### config.mk
export PLATFORM = sky130hd
export DESIGN_NAME = game_round_controller
export DESIGN_NICKNAME = d
export VERILOG_FILES = /design/src/rtl/game_pkg.sv /design/src/rtl/tile_collision_array.sv /design/src/rtl/game_round_controller.sv
export SDC_FILE = /design/constraint.sdc
export NUM_CORES = 1
export LEC_CHECK = 0
export ABC_AREA = 1
export ABC_CLOCK_PERIOD_IN_PS = 4700
export BUFFER_PORTS_ARGS = -buffer_cell sky130_fd_sc_hd__buf_2
export CAP_MARGIN = 10
export CORE_UTILIZATION = 47
export DETAILED_ROUTE_END_ITERATION = 10
export PLACE_DENSITY = 0.87
export SYNTH_ARGS = -nofsm -noshare
export SYNTH_HDL_FRONTEND = slang
export SYNTH_SLANG_ARGS = --single-unit
### constraint.sdc
create_clock -name clk -period 4.7 [get_ports clk]
set_input_delay 0.94 -clock clk [delete_from_list [all_inputs] [get_ports clk]]
set_output_delay 0.94 -clock clk [all_outputs]
set_load 0.02 [all_outputs]
### src/rtl/game_pkg.sv
`default_nettype none
// ============================================================================
// Module   : game_pkg
// Purpose  : Shared types and constants for the maze game round logic:
//            FSM state encodings, sprite direction codes, default ratios.
// Revision : 1.0 - initial release
// ============================================================================
package game_pkg;

  // Encoded round state, also exported on the controller's state port
  typedef enum logic [2:0] {
    ST_IDLE      = 3'd0,
    ST_READY     = 3'd1,
    ST_PLAY      = 3'd2,
    ST_DYING     = 3'd3,
    ST_GAME_OVER = 3'd4
  } state_t;

  // One-hot sprite direction codes used by the position update units
  localparam logic [3:0] c_DIR_RIGHT = 4'b0001;
  localparam logic [3:0] c_DIR_UP    = 4'b0010;
  localparam logic [3:0] c_DIR_DOWN  = 4'b0100;
  localparam logic [3:0] c_DIR_LEFT  = 4'b1000;

  // Default clk cycles per movement step and default tile size (log2 pixels)
  localparam int c_DEF_RATIO      = 4;
  localparam int c_DEF_TILE_SHIFT = 4;

  // Width of an index into n channels; never narrower than one bit
  function automatic int idx_width(input int n);
    return (n > 1) ? $clog2(n) : 1;
  endfunction

endpackage
`default_nettype wire

### src/rtl/tile_collision_array.sv
`default_nettype none
// ============================================================================
// Module   : tile_collision_array
// Purpose  : Combinational tile-level pacman/ghost overlap detector with a
//            lowest-index priority encoder over the enabled ghosts.
// Revision : 1.0 - initial release
// ============================================================================
module tile_collision_array
  import game_pkg::*;
#(
  parameter int N_GHOSTS   = 4,
  parameter int X_W        = 11,
  parameter int Y_W        = 10,
  parameter int TILE_SHIFT = c_DEF_TILE_SHIFT
) (
  input  logic [X_W-1:0]                   pacman_pos_x,
  input  logic [Y_W-1:0]                   pacman_pos_y,
  input  logic [N_GHOSTS*X_W-1:0]          ghost_pos_x,
  input  logic [N_GHOSTS*Y_W-1:0]          ghost_pos_y,
  input  logic [N_GHOSTS-1:0]              ghost_en,
  output logic                             hit_any,
  output logic [idx_width(N_GHOSTS)-1:0]   hit_idx
);

  localparam int c_IDX_W = idx_width(N_GHOSTS);

  logic [X_W-1:0]      w_pac_tx;
  logic [Y_W-1:0]      w_pac_ty;
  logic [N_GHOSTS-1:0] w_hit;

  assign w_pac_tx = pacman_pos_x >> TILE_SHIFT;
  assign w_pac_ty = pacman_pos_y >> TILE_SHIFT;

  // Per-ghost tile comparison; a disabled ghost can never report a hit
  for (genvar gi = 0; gi < N_GHOSTS; gi++) begin : g_ghost
    logic [X_W-1:0] w_gx;
    logic [Y_W-1:0] w_gy;
    assign w_gx       = ghost_pos_x[gi*X_W +: X_W];
    assign w_gy       = ghost_pos_y[gi*Y_W +: Y_W];
    assign w_hit[gi]  = ghost_en[gi]
                        && ((w_gx >> TILE_SHIFT) == w_pac_tx)
                        && ((w_gy >> TILE_SHIFT) == w_pac_ty);
  end

  assign hit_any = |w_hit;

  // Scan from the top down so the lowest hitting index is the last writer
  always_comb begin
    hit_idx = '0;
    for (int i = N_GHOSTS - 1; i >= 0; i--) begin
      if (w_hit[i]) hit_idx = i[c_IDX_W-1:0];
    end
  end

endmodule
`default_nettype wire

### src/rtl/game_round_controller.sv
`default_nettype none
// ============================================================================
// Module   : game_round_controller
// Purpose  : Round and lives sequencer (IDLE/READY/PLAY/DYING/GAME_OVER)
//            with a programmable movement tick and tile collision detection
//            over N ghosts.
// Revision : 1.0 - initial release
// ============================================================================
module game_round_controller
  import game_pkg::*;
#(
  parameter int N_GHOSTS    = 4,
  parameter int X_W         = 11,
  parameter int Y_W         = 10,
  parameter int TILE_SHIFT  = c_DEF_TILE_SHIFT,
  parameter int TICK_PERIOD = c_DEF_RATIO,
  parameter int LIVES       = 3,
  parameter int READY_HOLD  = 32,
  parameter int DEATH_HOLD  = 64
) (
  input  logic                             clk,
  input  logic                             rst,
  input  logic                             start,
  input  logic [X_W-1:0]                   pacman_pos_x,
  input  logic [Y_W-1:0]                   pacman_pos_y,
  input  logic [N_GHOSTS*X_W-1:0]          ghost_pos_x,
  input  logic [N_GHOSTS*Y_W-1:0]          ghost_pos_y,
  input  logic [N_GHOSTS-1:0]              ghost_en,
  output logic                             move_tick,
  output logic                             respawn,
  output logic                             pacman_is_dead,
  output logic [idx_width(N_GHOSTS)-1:0]   killer_id,
  output logic [3:0]                       lives_left,
  output logic                             game_over,
  output logic [2:0]                       state
);

  localparam int c_IDX_W    = idx_width(N_GHOSTS);
  localparam int c_HOLD_MAX = (READY_HOLD > DEATH_HOLD) ? READY_HOLD : DEATH_HOLD;
  localparam int c_HOLD_W   = $clog2(c_HOLD_MAX + 1);
  localparam int c_TICK_W   = $clog2(TICK_PERIOD);

  localparam logic [c_HOLD_W-1:0] c_READY_LAST = c_HOLD_W'(READY_HOLD - 1);
  localparam logic [c_HOLD_W-1:0] c_DEATH_LAST = c_HOLD_W'(DEATH_HOLD - 1);
  localparam logic [c_TICK_W-1:0] c_TICK_LAST  = c_TICK_W'(TICK_PERIOD - 1);
  localparam logic [3:0]          c_LIVES_INIT = 4'(LIVES);

  state_t               r_state;
  state_t               w_state_next;
  logic [c_HOLD_W-1:0]  r_hold_cnt;
  logic [c_TICK_W-1:0]  r_tick_cnt;
  logic [3:0]           r_lives;
  logic [c_IDX_W-1:0]   r_killer;
  logic                 r_respawn;
  logic                 w_tick;
  logic                 w_hit_any;
  logic [c_IDX_W-1:0]   w_hit_idx;

  tile_collision_array #(
    .N_GHOSTS   (N_GHOSTS),
    .X_W        (X_W),
    .Y_W        (Y_W),
    .TILE_SHIFT (TILE_SHIFT)
  ) u_collide (
    .pacman_pos_x (pacman_pos_x),
    .pacman_pos_y (pacman_pos_y),
    .ghost_pos_x  (ghost_pos_x),
    .ghost_pos_y  (ghost_pos_y),
    .ghost_en     (ghost_en),
    .hit_any      (w_hit_any),
    .hit_idx      (w_hit_idx)
  );

  // State register
  always_ff @(posedge clk) begin
    if (rst) r_state <= ST_IDLE;
    else     r_state <= w_state_next;
  end

  // Next-state decode and movement tick; a hit leaves this cycle's tick intact
  always_comb begin
    w_state_next = r_state;
    w_tick       = 1'b0;
    case (r_state)
      ST_IDLE:      if (start) w_state_next = ST_READY;
      ST_READY:     if (r_hold_cnt == c_READY_LAST) w_state_next = ST_PLAY;
      ST_PLAY: begin
        w_tick = (r_tick_cnt == c_TICK_LAST);
        if (w_hit_any) w_state_next = ST_DYING;
      end
      ST_DYING:
        if (r_hold_cnt == c_DEATH_LAST)
          w_state_next = (r_lives == 4'd0) ? ST_GAME_OVER : ST_READY;
      ST_GAME_OVER: if (start) w_state_next = ST_READY;
      default:      w_state_next = ST_IDLE;
    endcase
  end

  // Hold/tick counters, lives, killer and the one-cycle respawn pulse
  always_ff @(posedge clk) begin
    if (rst) begin
      r_hold_cnt <= '0;
      r_tick_cnt <= '0;
      r_lives    <= c_LIVES_INIT;
      r_killer   <= '0;
      r_respawn  <= 1'b0;
    end else begin
      r_respawn <= (w_state_next == ST_READY) && (r_state != ST_READY);

      if (w_state_next != r_state)
        r_hold_cnt <= '0;
      else if (r_state == ST_READY || r_state == ST_DYING)
        r_hold_cnt <= r_hold_cnt + 1'b1;

      if (r_state == ST_PLAY && w_state_next == ST_PLAY)
        r_tick_cnt <= w_tick ? '0 : r_tick_cnt + 1'b1;
      else
        r_tick_cnt <= '0;

      // Lives are always >=1 in PLAY, so this decrement cannot wrap
      if (r_state == ST_PLAY && w_hit_any) begin
        r_lives  <= r_lives - 1'b1;
        r_killer <= w_hit_idx;
      end else if (r_state == ST_GAME_OVER && start) begin
        r_lives  <= c_LIVES_INIT;
        r_killer <= '0;
      end
    end
  end

  assign move_tick      = w_tick;
  assign respawn        = r_respawn;
  assign pacman_is_dead = (r_state == ST_DYING);
  assign killer_id      = r_killer;
  assign lives_left     = r_lives;
  assign game_over      = (r_state == ST_GAME_OVER);
  assign state          = r_state;

endmodule
`default_nettype wire

==> reports/results.txt <==
Derived from the worst setup path, the maximum achievable clock frequency is 407 MHz. The count of nets left with antenna violations once routing finished came out at 0. For the number of antenna violations at the first check in global routing, the log shows 0. Counting flops with an async set or reset pin after synthesis yields a share of 0%. Counting instances in the post-synthesis netlist gives the leading cell types as 137 x nand2_1, 60 x inv_1, 53 x nor2_1. The slew at the pin closest to its max-slew limit came out at 434 ps. Portion of the clock cycle consumed by the worst path in the final layout: 52.3%. The pre-antenna-repair detailed-routing pass consisted of 4 iterations.

The tree is rooted in a clkbuf_8. The die covers 4450 um^2. The count of filler cells inserted in the layout is 394. The tools report the post-detailed-routing wire length as 4.92 mm. Combinational cells account for 30.6% of the total power. The tightest hold path in the finished design has a slack of 421 ps. Power spread over the standard cell area amounts to 164 nW/um^2.

For this run the aggregate overflow at the end of global routing stands at 0. The total area inside the core boundary comes to 4000 um^2. In this run, post-CTS hold repair placed 0 buffers. The final-report max-slew violation count came out at 0.

The maximum level of the CTS H-tree is 1. The die is 66.7 um wide. The tool flagged a number of max-cap violations equal to 0. The first-pass GRT wire length was 7.79 mm. The clock transition time at the flip-flop clock pins of the worst setup and hold paths came out at 70 ps. In this run the worst path has a maximum fanout of 7. For the switching power, the log shows 130 uW.

The number of enable-type register cells in the synthesized netlist works out to 0. The setup slack after layout came out at 2240 ps. The clock passes through at most 2 buffers.

Proportion of synthesized chip area in sequential cells: 19.3%. After synthesis the cells add up to 1970 um^2. Counting every instance in the synthesized netlist gives 362.

The number of gates resized after CTS was 0. For this run, design rule violations remaining after detail routing come to 0. When the netlist entered floorplanning its net count stood at 477. Global routing used 22.6% of the available tracks across all layers. The switching share of total power was 31.9%. In this run the worst hold path is classified as register to register.

Setup total negative slack on the finished layout was measured at 0 ps. Before CTS, the worst setup slack after placement is 2350 ps. In this run the count of I/O pins placed on the die edge is 125. For this run, the share of the core covered by cells in the final layout is 61.9%. The run gives 1977 as the via count of the first global-routing pass. Data on the critical path arrives at its endpoint at 1520 ps.

Using the TritonRoute via totals, the vias-per-cell ratio works out to 4.73. Of the total power, registers draw 41.1%. The run gives 29 as the number of distinct library cell variants in the gate-level netlist after synthesis.

The type of the worst setup path was register to output port. In this run the post-CTS setup repair buffer count came out at 0. The floorplan step set the die height to 66.7 um.

The internal power of the cells totals 277 uW. The worst setup path is launched from a register. For the sequential standard cell area, the log shows 380 um^2.

By area the synthesized netlist is led by nand2_1 26%, dfxtp_1 19%, inv_1 11%. The static power due to leakage is 0.00147 uW. For this block, the initial DRC count from the detailed router was 107. Between clock sinks in the finished design, the worst skew comes to 3.36 ps. Summed over all nets, the half-perimeter wirelength after detailed placement is 4.12 mm. The biggest area contributor in the post-synthesis netlist is nand2_1. For the worst-skew pair, the clock arrives at the later sink with an insertion delay of 260 ps. The average instance area after synthesis came out at 5.44 um^2. The run gives 49.2% as the initial core utilization.

The layout overhead on the synthesized area came out at 25.9%. In this run the tightest slew margin relative to its limit is 71.0%. The post-route minimum period was 2460 ps. 0 antenna diodes ended up in the layout. The run gives 0 as the total setup violations reported at the end of the flow.

The top cell type by area accounts for 26.1% of the synthesized area. The run finished with clean final reports. The count of warnings emitted by yosys is 0. Library cell with the highest instance count after synthesis: nand2_1. The multi-input combinational cells in the finished layout cover a total of 1310 um^2. The tools report the final hold violation count as 0. Setup repair after global routing left no endpoint under its margin.

Routability-driven placement finished with a final weighted congestion of 0.893. After detailed routing, the average wire length per cell comes to 9.90 um. TritonCTS built the clock tree.

Row generation in the floorplan step produced 23 rows. The TritonCTS buffer count is 3. The maximum number of pins on one net before global-route repair was 12. The routed layout has 2349 vias. The tools report the maximum vdd drop as 0.0803 mV.

The worst setup path is captured at an output port. In the final layout, the share of cells above drive strength 1 is 26.4%. STA puts the critical path data required time at 3760 ps.

Buffers placed on the I/O ports in this run total 84. Counting flops and latches in the post-synthesis netlist gives 19. The part of the total power dissipated in the clock network came out at 28.3%. For this design, the sink count on the clock tree is 19.

Most used flip-flop cell after synthesis: dfxtp_1. Count of nets after finishing: 563.
==> worst max-delay path, stage by stage (launching register included) <==
cell     delay (ps)
dfxtp_1         470
inv_1           120
nor3_4          290
inv_2           100
nor2_1          110
buf_2           170
==> per-stage QoR <==
| step | total power [uW] | std cells | area, um^2 |
|---|---|---|---|
| global placement | 292 | 493 | 2430 |
| CTS | 409 | 497 | 2480 |
| detailed placement | 295 | 493 | 2430 |
| global route | 433 | 497 | 2480 |
| finish | 407 | 497 | 2480 |
| floorplan | 243 | 362 | 1970 |
==> power by group through the flow <==
stage / Combinational, uW / Clock (uW) / Sequential [uW]
after detailed placement: 124 / 0 / 171
final: 125 / 115 / 167
after CTS: 125 / 117 / 167
after global routing: 142 / 124 / 168
after global placement: 122 / 0 / 171
after floorplan: 72.7 / 0 / 170
==> cell families (layout without fill, tap and decap cells) <==
group	count (synthesis)	count (layout)	share of synthesized area [%]
AO/OA/AOI/OAI	21	21	5.85
XOR/XNOR	18	18	8.01
adder cells (fa/ha/maj)	3	3	1.91
buffers and inverters	73	158	14.4
flip-flops	19	19	19.3
AND/OR/NAND/NOR	228	228	50.5
==> worst paths after layout <==
| check | startpoint | slack (ps) | end | cells after the start |
|---|---|---|---|---|
| max reg2reg | r_hold_cnt[0] | 2740 | r_hold_cnt[6] | 9 |
| min reg2reg | r_tick_cnt[0] | 420 | r_tick_cnt[0] | 1 |
| max | state[1] | 2240 | move_tick | 5 |
| min | r_tick_cnt[0] | 420 | r_tick_cnt[0] | 1 |
==> cell usage in the layout (no fill, tap or decap), types with 5 or more instances in the layout <==
cell / n
xnor2_1: 12
nor2_1: 53
xor2_1: 6
inv_1: 60
nand2_1: 137
buf_2: 84
dfxtp_1: 19
o21ai_0: 11
nand2_2: 5
nand3_1: 11
inv_2: 10
==> state kept, by name, summed over array words and instances, names as in the netlist <==
register and count:
r_tick_cnt 2, respawn 1, killer_id 2, r_hold_cnt 7, lives_left 4, state 3
==> layout make-up <==
cell class | instances | area share, %
Clock inverter | 1 | 0.202
Sequential cell | 19 | 15.4
Inverter | 70 | 10.6
Tap cell | 50 | 2.53
Timing Repair Buffer | 84 | 17.0
Clock buffer | 3 | 1.67
Multi-Input combinational cell | 270 | 52.7
==> routing by layer <==
metal | up-vias | part of all wire, % | track usage [%] | wire length [um]
met4 | 0 | 1.8 | 8.24 | 90
met5 | - | 0 | 0 | 0
li1 | 1244 | - | - | -
met3 | 13 | 5.3 | 2.74 | 261
met1 | 1003 | 44 | 25.9 | 2170
met2 | 89 | 49 | 41.9 | 2400
No activity file was read; power rests on OpenSTA's default activity.
